<file path="config.mk">
export PLATFORM = sky130hd
export DESIGN_NAME = uart_receiver_midsample_flat
export DESIGN_NICKNAME = d
export VERILOG_FILES = /design/src/rtl/uart_pkg.sv /design/src/rtl/uart_receiver_midsample_if.sv /design/src/rtl/sync_2ff.sv /design/src/rtl/uart_receiver_midsample.sv /design/src/flat_wrapper.sv
export SDC_FILE = /design/constraint.sdc
export NUM_CORES = 1
export LEC_CHECK = 0
export CAP_MARGIN = 20
export CORE_ASPECT_RATIO = 1.75
export CORE_MARGIN = 2
export CORE_UTILIZATION = 60
export CTS_BUF_LIST = sky130_fd_sc_hd__clkbuf_16
export CTS_CLUSTER_DIAMETER = 100
export DETAILED_ROUTE_END_ITERATION = 7
export GPL_TIMING_DRIVEN = 0
export PLACE_DENSITY = 0.83
export SKIP_CTS_REPAIR_TIMING = 1
export SLEW_MARGIN = 10
export SYNTH_ARGS = -nofsm -noshare
export SYNTH_HDL_FRONTEND = slang
export SYNTH_HIERARCHICAL = 1
export SYNTH_SLANG_ARGS = --single-unit
</file>
<file path="constraint.sdc">
create_clock -name clk -period 4.75 [get_ports clk]
set_clock_uncertainty 0.15 [all_clocks]
set_input_delay 0.95 -clock clk [delete_from_list [all_inputs] [get_ports clk]]
set_output_delay 0.95 -clock clk [all_outputs]
set_load 0.01 [all_outputs]
</file>
<file path="src/rtl/uart_pkg.sv">
// Shared UART definitions: receiver/transmitter FSM states and bit-timing helpers.
package uart_pkg;

    typedef enum logic [1:0] {
        IDLE  = 2'd0,
        START = 2'd1,
        DATA  = 2'd2,
        STOP  = 2'd3
    } uart_state_t;

    // Clock cycles per bit on the wire.
    function automatic int unsigned symbol_edge_time(input int unsigned clock_freq,
                                                     input int unsigned baud_rate);
        return clock_freq / baud_rate;
    endfunction

    // Clock cycles from the start edge to the middle of the start bit.
    function automatic int unsigned sample_time(input int unsigned clock_freq,
                                                input int unsigned baud_rate);
        return symbol_edge_time(clock_freq, baud_rate) / 2;
    endfunction

endpackage

</file>
<file path="src/rtl/uart_receiver_midsample_if.sv">
// Output handshake bundle of the UART receiver (byte, valid/ready, error pulses).
interface uart_receiver_midsample_if;

    logic [7:0] data_out;
    logic       data_out_valid;
    logic       data_out_ready;
    logic       frame_error;
    logic       overrun;

    modport master (
        output data_out,
        output data_out_valid,
        output frame_error,
        output overrun,
        input  data_out_ready
    );

    modport slave (
        input  data_out,
        input  data_out_valid,
        input  frame_error,
        input  overrun,
        output data_out_ready
    );

endinterface

</file>
<file path="src/rtl/sync_2ff.sv">
// Two-flop synchronizer for asynchronous inputs, with a configurable reset value.
module sync_2ff #(
    parameter int unsigned      WIDTH     = 1,
    parameter logic [WIDTH-1:0] RESET_VAL = '1
) (
    input  logic             clk,
    input  logic             reset,
    input  logic [WIDTH-1:0] i_d,
    output logic [WIDTH-1:0] o_q
);

    logic [WIDTH-1:0] r_meta;
    logic [WIDTH-1:0] r_sync;

    // Metastability filter: two back-to-back flops.
    always_ff @(posedge clk) begin
        if (reset) begin
            r_meta <= RESET_VAL;
            r_sync <= RESET_VAL;
        end else begin
            r_meta <= i_d;
            r_sync <= r_meta;
        end
    end

    assign o_q = r_sync;

endmodule

</file>
<file path="src/rtl/uart_receiver_midsample.sv">
// UART 8N1 receiver: samples mid-bit, 1-deep output register with valid/ready,
// one-cycle frame_error and overrun pulses. Never stalls the serial line.
module uart_receiver_midsample
    import uart_pkg::*;
#(
    parameter int unsigned CLOCK_FREQ = 125_000_000,
    parameter int unsigned BAUD_RATE  = 115_200
) (
    input  logic                        clk,
    input  logic                        reset,
    input  logic                        serial_in,
    uart_receiver_midsample_if.master   rx
);

    localparam int unsigned SYMBOL_EDGE_TIME = symbol_edge_time(CLOCK_FREQ, BAUD_RATE);
    localparam int unsigned SAMPLE_TIME      = sample_time(CLOCK_FREQ, BAUD_RATE);
    localparam int unsigned CNT_W            = (SYMBOL_EDGE_TIME > 1) ? $clog2(SYMBOL_EDGE_TIME) : 1;

    logic             w_sync;
    logic             r_prev;
    uart_state_t      r_state;
    uart_state_t      w_state_next;
    logic [CNT_W-1:0] r_cnt;
    logic [CNT_W-1:0] w_cnt_next;
    logic [2:0]       r_bit_idx;
    logic [2:0]       w_bit_idx_next;
    logic [7:0]       r_shift;
    logic [7:0]       w_shift_next;
    logic             w_load;
    logic             w_stop_bad;

    logic [7:0]       r_data_out;
    logic             r_valid;
    logic             r_frame_error;
    logic             r_overrun;

    sync_2ff #(
        .WIDTH     (1),
        .RESET_VAL (1'b1)
    ) u_sync (
        .clk   (clk),
        .reset (reset),
        .i_d   (serial_in),
        .o_q   (w_sync)
    );

    // Receive FSM state, bit timer, bit index, shift register and edge-detect history.
    always_ff @(posedge clk) begin
        if (reset) begin
            r_state   <= IDLE;
            r_cnt     <= '0;
            r_bit_idx <= '0;
            r_shift   <= '0;
            r_prev    <= 1'b1;
        end else begin
            r_state   <= w_state_next;
            r_cnt     <= w_cnt_next;
            r_bit_idx <= w_bit_idx_next;
            r_shift   <= w_shift_next;
            r_prev    <= w_sync;
        end
    end

    // Next-state logic: start-bit validation, mid-bit data sampling, stop-bit check.
    always_comb begin
        w_state_next   = r_state;
        w_cnt_next     = r_cnt + CNT_W'(1);
        w_bit_idx_next = r_bit_idx;
        w_shift_next   = r_shift;
        w_load         = 1'b0;
        w_stop_bad     = 1'b0;

        unique case (r_state)
            IDLE: begin
                w_cnt_next = '0;
                if (r_prev && !w_sync) begin
                    w_state_next = START;
                end
            end
            START: begin
                if (r_cnt == CNT_W'(SAMPLE_TIME - 1)) begin
                    w_cnt_next     = '0;
                    w_bit_idx_next = '0;
                    w_state_next   = w_sync ? IDLE : DATA;
                end
            end
            DATA: begin
                if (r_cnt == CNT_W'(SYMBOL_EDGE_TIME - 1)) begin
                    w_cnt_next   = '0;
                    w_shift_next = {w_sync, r_shift[7:1]};
                    if (r_bit_idx == 3'd7) begin
                        w_state_next = STOP;
                    end else begin
                        w_bit_idx_next = r_bit_idx + 3'd1;
                    end
                end
            end
            STOP: begin
                // Leave at mid-stop-bit so a back-to-back start edge is not missed.
                if (r_cnt == CNT_W'(SYMBOL_EDGE_TIME - 1)) begin
                    w_cnt_next   = '0;
                    w_state_next = IDLE;
                    w_load       = w_sync;
                    w_stop_bad   = !w_sync;
                end
            end
            default: begin
                w_state_next = IDLE;
                w_cnt_next   = '0;
            end
        endcase
    end

    // Output holding register: a newly received byte always wins over the held one.
    always_ff @(posedge clk) begin
        if (reset) begin
            r_data_out    <= 8'h00;
            r_valid       <= 1'b0;
            r_frame_error <= 1'b0;
            r_overrun     <= 1'b0;
        end else begin
            r_frame_error <= w_stop_bad;
            r_overrun     <= w_load && r_valid && !rx.data_out_ready;
            if (w_load) begin
                r_data_out <= r_shift;
                r_valid    <= 1'b1;
            end else if (r_valid && rx.data_out_ready) begin
                r_valid    <= 1'b0;
            end
        end
    end

    assign rx.data_out       = r_data_out;
    assign rx.data_out_valid = r_valid;
    assign rx.frame_error    = r_frame_error;
    assign rx.overrun        = r_overrun;

endmodule

</file>
<file path="src/flat_wrapper.sv">
// flat-port wrapper written by rule: the top's interface ports become plain ports
module uart_receiver_midsample_flat import uart_pkg::*;
#(
    parameter int unsigned CLOCK_FREQ = 125_000_000,
    parameter int unsigned BAUD_RATE  = 115_200
)
  (clk, reset, serial_in, rx_data_out, rx_data_out_valid, rx_frame_error, rx_overrun, rx_data_out_ready);
  uart_receiver_midsample_if rx_i ();
  input  logic clk;
  input  logic reset;
  input  logic serial_in;
  output wire logic [$bits(rx_i.data_out)-1:0] rx_data_out;
  output wire logic [$bits(rx_i.data_out_valid)-1:0] rx_data_out_valid;
  output wire logic [$bits(rx_i.frame_error)-1:0] rx_frame_error;
  output wire logic [$bits(rx_i.overrun)-1:0] rx_overrun;
  input wire logic [$bits(rx_i.data_out_ready)-1:0] rx_data_out_ready;
  assign rx_data_out = rx_i.data_out;
  assign rx_data_out_valid = rx_i.data_out_valid;
  assign rx_frame_error = rx_i.frame_error;
  assign rx_overrun = rx_i.overrun;
  assign rx_i.data_out_ready = rx_data_out_ready;
  uart_receiver_midsample #(.CLOCK_FREQ(CLOCK_FREQ), .BAUD_RATE(BAUD_RATE)) u_core (.clk(clk), .reset(reset), .serial_in(serial_in), .rx(rx_i));
endmodule
</file>
Yosys cells after proc, flatten, opt, wreduce, memory -nomap -nowiden

Cells that the tools add are included.
Widths: inputs -> output; s select.

Add/sub/neg operators: 2
Multiply operators: 0
Divide/modulo/power cells: 0
$lt $le $gt $ge: 0
Equality and inequality tests: 12
Shift operators: 0
Multiplexer cells: 18
Bitwise gates (word level): 2
Reduce and logical (&&, ||, !) cells: 14

Operator list:

| operator              | number |
|---|---|
| $pmux 11 s3           | 1 |
| $mux 11               | 2 |
| $mux 2                | 6 |
| $add 11x1->11 const B | 1 |
| $eq 11x10->1 const B  | 1 |
| $eq 11x11->1 const B  | 1 |
| $ne 2x1->1 const B    | 5 |
| $mux 3                | 3 |
| $pmux 2 s4            | 1 |
| $pmux 3 s2            | 1 |
| $reduce_and 5->1      | 1 |
| $eq 2x2->1 const B    | 2 |
| $logic_and 1x1->1     | 4 |
| $mux 1                | 4 |
| $reduce_and 4->1      | 1 |
| $reduce_bool 2->1     | 2 |
| $add 3x1->3 const B   | 1 |
| $eq 3x3->1 const B    | 1 |
| $reduce_or 3->1       | 1 |
| $eq 2x1->1 const B    | 1 |
| $logic_not 1->1       | 2 |
| $logic_not 2->1       | 1 |
| $ne 2x2->1 const B    | 1 |
| $not 1->1             | 2 |
| 2 further kinds       | 2 |

Bits in registers: 38
Bits in latches: 0
Memory bits (writable): 0
ROM bits: 0
Bits of input ports: 4
Word-level logic and storage cells: 59
Memories kept: 0

Longest topological paths before layout

Depth in word-level cells: 5
Gate-level depth with buffers: 7
Mapped depth without buffers: 6

Cells and area by module

The synthesis kept the hierarchy.

Modules (own cells, without submodules):

| module                  | times used | cells each | area an instance (sq um) | sequential area each (sq um) |
|---|---|---|---|---|
| uart_receiver_midsample | 1          | 172        | 1,606.5                  | 720.7 |
| sync_2ff                | 1          | 4          | 52.6                     | 40.0 |

Worst setup path after synthesis

OpenSTA, ideal clock, no wires.

Path type: input-to-reg
Start point: in reset
End point: reg u_core.r_cnt[2]
Library setup time: 64 ps
Arrival: 1,641 ps
Slack: 2,895 ps
Stages: 4
Path buffers: 2
Path through: buf_6 -> o32a_1 -> buf_4 -> nor2_1

RTL lines:

| element              | RTL line                      | text |
|---|---|---|
| from (decl)          | flat_wrapper.sv:10            | `input logic reset;` |
| to (signal assigned) | uart_receiver_midsample.sv:57 | `r_cnt <= w_cnt_next;` |
| to (decl)            | uart_receiver_midsample.sv:23 | `logic [CNT_W-1:0] r_cnt;` |

Worst setup path after layout

Start point: reg u_core.r_valid (netlist: u_core/rx.data_out_valid)
End point: out rx_data_out_valid

RTL lines:

| element                | RTL line                       | text |
|---|---|---|
| from (decl)            | uart_receiver_midsample.sv:33  | `logic r_valid;` |
| from (signal assigned) | uart_receiver_midsample.sv:118 | `r_valid <= 1'b0;` |
| from (signal assigned) | uart_receiver_midsample.sv:126 | `r_valid <= 1'b1;` |
| from (signal assigned) | uart_receiver_midsample.sv:128 | `r_valid <= 1'b0;` |
| to (decl)              | flat_wrapper.sv:13             | `output wire logic [$bits(rx_i.data_out_valid)-1:0] rx_data_out_valid;` |

No word-level cell between the ends.

==> results by group <==
Outcome
  • Outcome: finished, final reports clean

Worst hold path
  • HP Start: u_core/u_sync/r_meta
  • Worst min path class: flop to flop

Global routing
  • First-pass GRT wire length: 5950 µm
  • Vias in the first global route: ~1300
  • GRT Total Usage: roughly 25%
  • Antenna violations before repair: 0
  • Largest net degree at the start of global routing: 13
  • Remaining global-route overflow: 0

Cells and area
  • Leading cell type in the layout, fill and taps excluded: dfxtp_1
  • FF+latch area: 761 µm²
  • Fillers: 181
  • Non-Filler Cell Area, Final: just over 0.002 mm²
  • Fraction of layout cells with a size suffix above 1: around 11%
  • # diodes: 0
  • Final core utilization: 76.0%
  • Most frequent cells in the layout: 38 x dfxtp_1, 20 x nor2_1, 15 x nand2_1
  • Area delta synth->final: 21.9%
  • Nets: a little over 200
  • Area of the multi-input gates: 808 µm²

Synth
  • Yosys warnings: 6
  • FFs w/ async S/R, synth: 0%
  • Count of cell types in the netlist: 42
  • Area contributors post-synth: dfxtp_1 46%, mux2i_1 4.8%, nor2_1 4.5%
  • Syn Nets: about 190
  • Mean Syn Cell Area: roughly 9.4 µm²
  • Syn Inst Count: roughly 180
  • Yosys top cell by area: dfxtp_1
  • Post-synth top flop: dfxtp_1
  • Number of synthesized flops with an enable pin: 0
  • Synth Cell Area: about 0.0017 mm²
  • Sequential share of the synthesized area: between 40% and 50%
  • Share of the synthesized area in the top cell type: a little under half
  • Post-synthesis register bit count: 38

Drt
  • Met2 wire len: between 1500 and 2000 µm
  • DRC Markers: 0
  • Total length of routed wires: 3350 µm
  • Wirelength per Cell: 14.9 µm
  • M1 WL: 1210 µm
  • Routed via count: roughly 1300
  • Vias per cell: between 5 and 6
  • 1st-pass router iterations: 4
  • Post-route ant nets: 0
  • Top Metal Used: met4
  • Routed wl met3: about 80 µm
  • DRT iter0 DRCs: 40

Clocking
  • Clock buffer depth: 2
  • CTS Root Cell: clkbuf_16
  • Clock sink count: 38
  • Reg clk slew, reported paths: 50 ps
  • CTS Buf Count: 5
  • H-tree lvl count: 2
  • Clock latency on the worst-skew pair: about 280 ps
  • TritonCTS clock tree: built

Placed design
  • Dpl hpwl: approximately 2400 µm
  • PortBufs: 14
  • Placed Area: between 0.0015 and 0.002 mm²
  • RePlAce Congestion: slightly above 0.8

STA
  • Tcrit/Tclk final: a little under half
  • Final Max Slew Viols: 0
  • Final Hold Fails: 0
  • Slew margin rel.: 69.4%
  • Fmax: 443 MHz
  • Setup Total Neg Slack: 0 ps
  • Final count of negative-setup-slack endpoints: 0
  • Worst slew pin tran: ~460 ps
  • RSZ-0062 raised after global routing: no
  • Crit path time final: ~2300 ps
  • Hold_ws: approximately 270 ps

Critical path
  • CP endpoint kind: output port
  • Worst reg2reg startpoint: u_core/r_bit_idx[0]
  • CP Cell Sequence: clkdlybuf4s50_1
  • Crit-path max FO: 2
  • Crit path DAT: ~1200 ps
  • Crit Path Class: flop to output port
  • Critical Path RT: roughly 3700 ps
  • Critical path startpoint: u_core/rx.data_out_valid
  • CP top delay family: buffers and inverters
  • Slowest CP cell: clkdlybuf4s50_1
  • Startpoint Class: flop
  • Slowest stage delay, CP: 550 ps
  • Worst path bufs/invs: 1

Die
  • Die footprint: about 0.0032 mm²
  • Number of I/O pins: 15
  • Initial core utilization: 62.4%
  • Die Wd: about 44 µm
  • Core area: around 0.0027 mm²
  • Row count: 25
  • Die height: ~74 µm

Power and ir drop
  • Power Dens Cells: around 370 mW/mm²
  • Maximum vdd drop: ~340 µV
  • P_leak: approximately 0.74 nW

Run
  • Max cap viols: 0
==> flip-flops by register name, indices dropped and copies added (netlist names), named ones only <==
register and cells:
u_core/u_sync/r_meta 1, u_core/rx.data_out 8, u_core/r_shift 8, u_core/r_bit_idx 3, u_core/r_state 1, u_core/rx.overrun 1, u_core/r_cnt 11, u_core/u_sync/o_q 1
u_core/r_prev 1, u_core/rx.data_out_valid 1, u_core/rx.frame_error 1
==> layout make-up <==
type                       count  area share (%)
multi-input combinational    124            40.0
sequential                    38            37.6
timing repair buffer          14            6.93
clock buffer                   5            6.19
buffer                         9            3.53
clock inverter                 3            3.16
tap                           27            1.67
inverter                       5           0.928
==> power breakdown <==
part / total (mW) / leakage (nW) / switching (mW) / internal [mW]
clock: 0.421 / 0.0915 / 0.122 / 0.299
sequential: 0.323 / 0.307 / 0.00204 / 0.321
combinational: 0.0131 / 0.341 / 0.00659 / 0.00653
==> layer usage <==
metal	GRT usage, %	vias up
li1	-	649
met1	22.7	636
met2	48.2	18
met3	5.16	8
met4	12.5	0
met5	0	-
==> logic make-up (layout without fill, tap and decap cells) <==
| group | count (synthesis) | after routing | synth area share (%) |
|---|---|---|---|
| mux | 9 | 9 | 5.51 |
| compound gates | 22 | 22 | 8.22 |
| xor+xnor | 9 | 9 | 4.75 |
| fa+ha+maj | 5 | 5 | 3.77 |
| flops | 38 | 38 | 45.9 |
| buf+inv | 14 | 36 | 5.43 |
| simple gates | 79 | 79 | 26.5 |
==> synthesized netlist by cell type (3+ instances only) <==
cell type and instances:
nand2b_1 3, nor3_1 5, nor2_1 20, inv_1 4, xnor2_1 4, o21ai_0 4
a21oi_1 14, xor2_1 5, dfxtp_1 38, nand2_1 15, ha_1 5, nand4_1 3
buf_6 3, mux2i_1 8, nand3_1 13
==> worst paths after layout <==
kind / to / depth (start not counted) / slack, ps
worst max-delay path: rx_data_out_valid / 1 / 2490
worst min-delay path: u_core/u_sync/o_q / 1 / 270
worst max register to register: u_core/r_bit_idx[0] / 5 / 2780
worst min register to register: u_core/u_sync/o_q / 1 / 270
==> stage by stage <==
step	setup slack, ps	power [mW]	std cells
floorplan	2890	0.337	176
global placement	2380	0.342	217
detailed placement	2350	0.342	217
CTS	2480	0.764	225
global route	2450	0.776	225
finish	2490	0.757	225
Power figures use the tool's default switching activity.
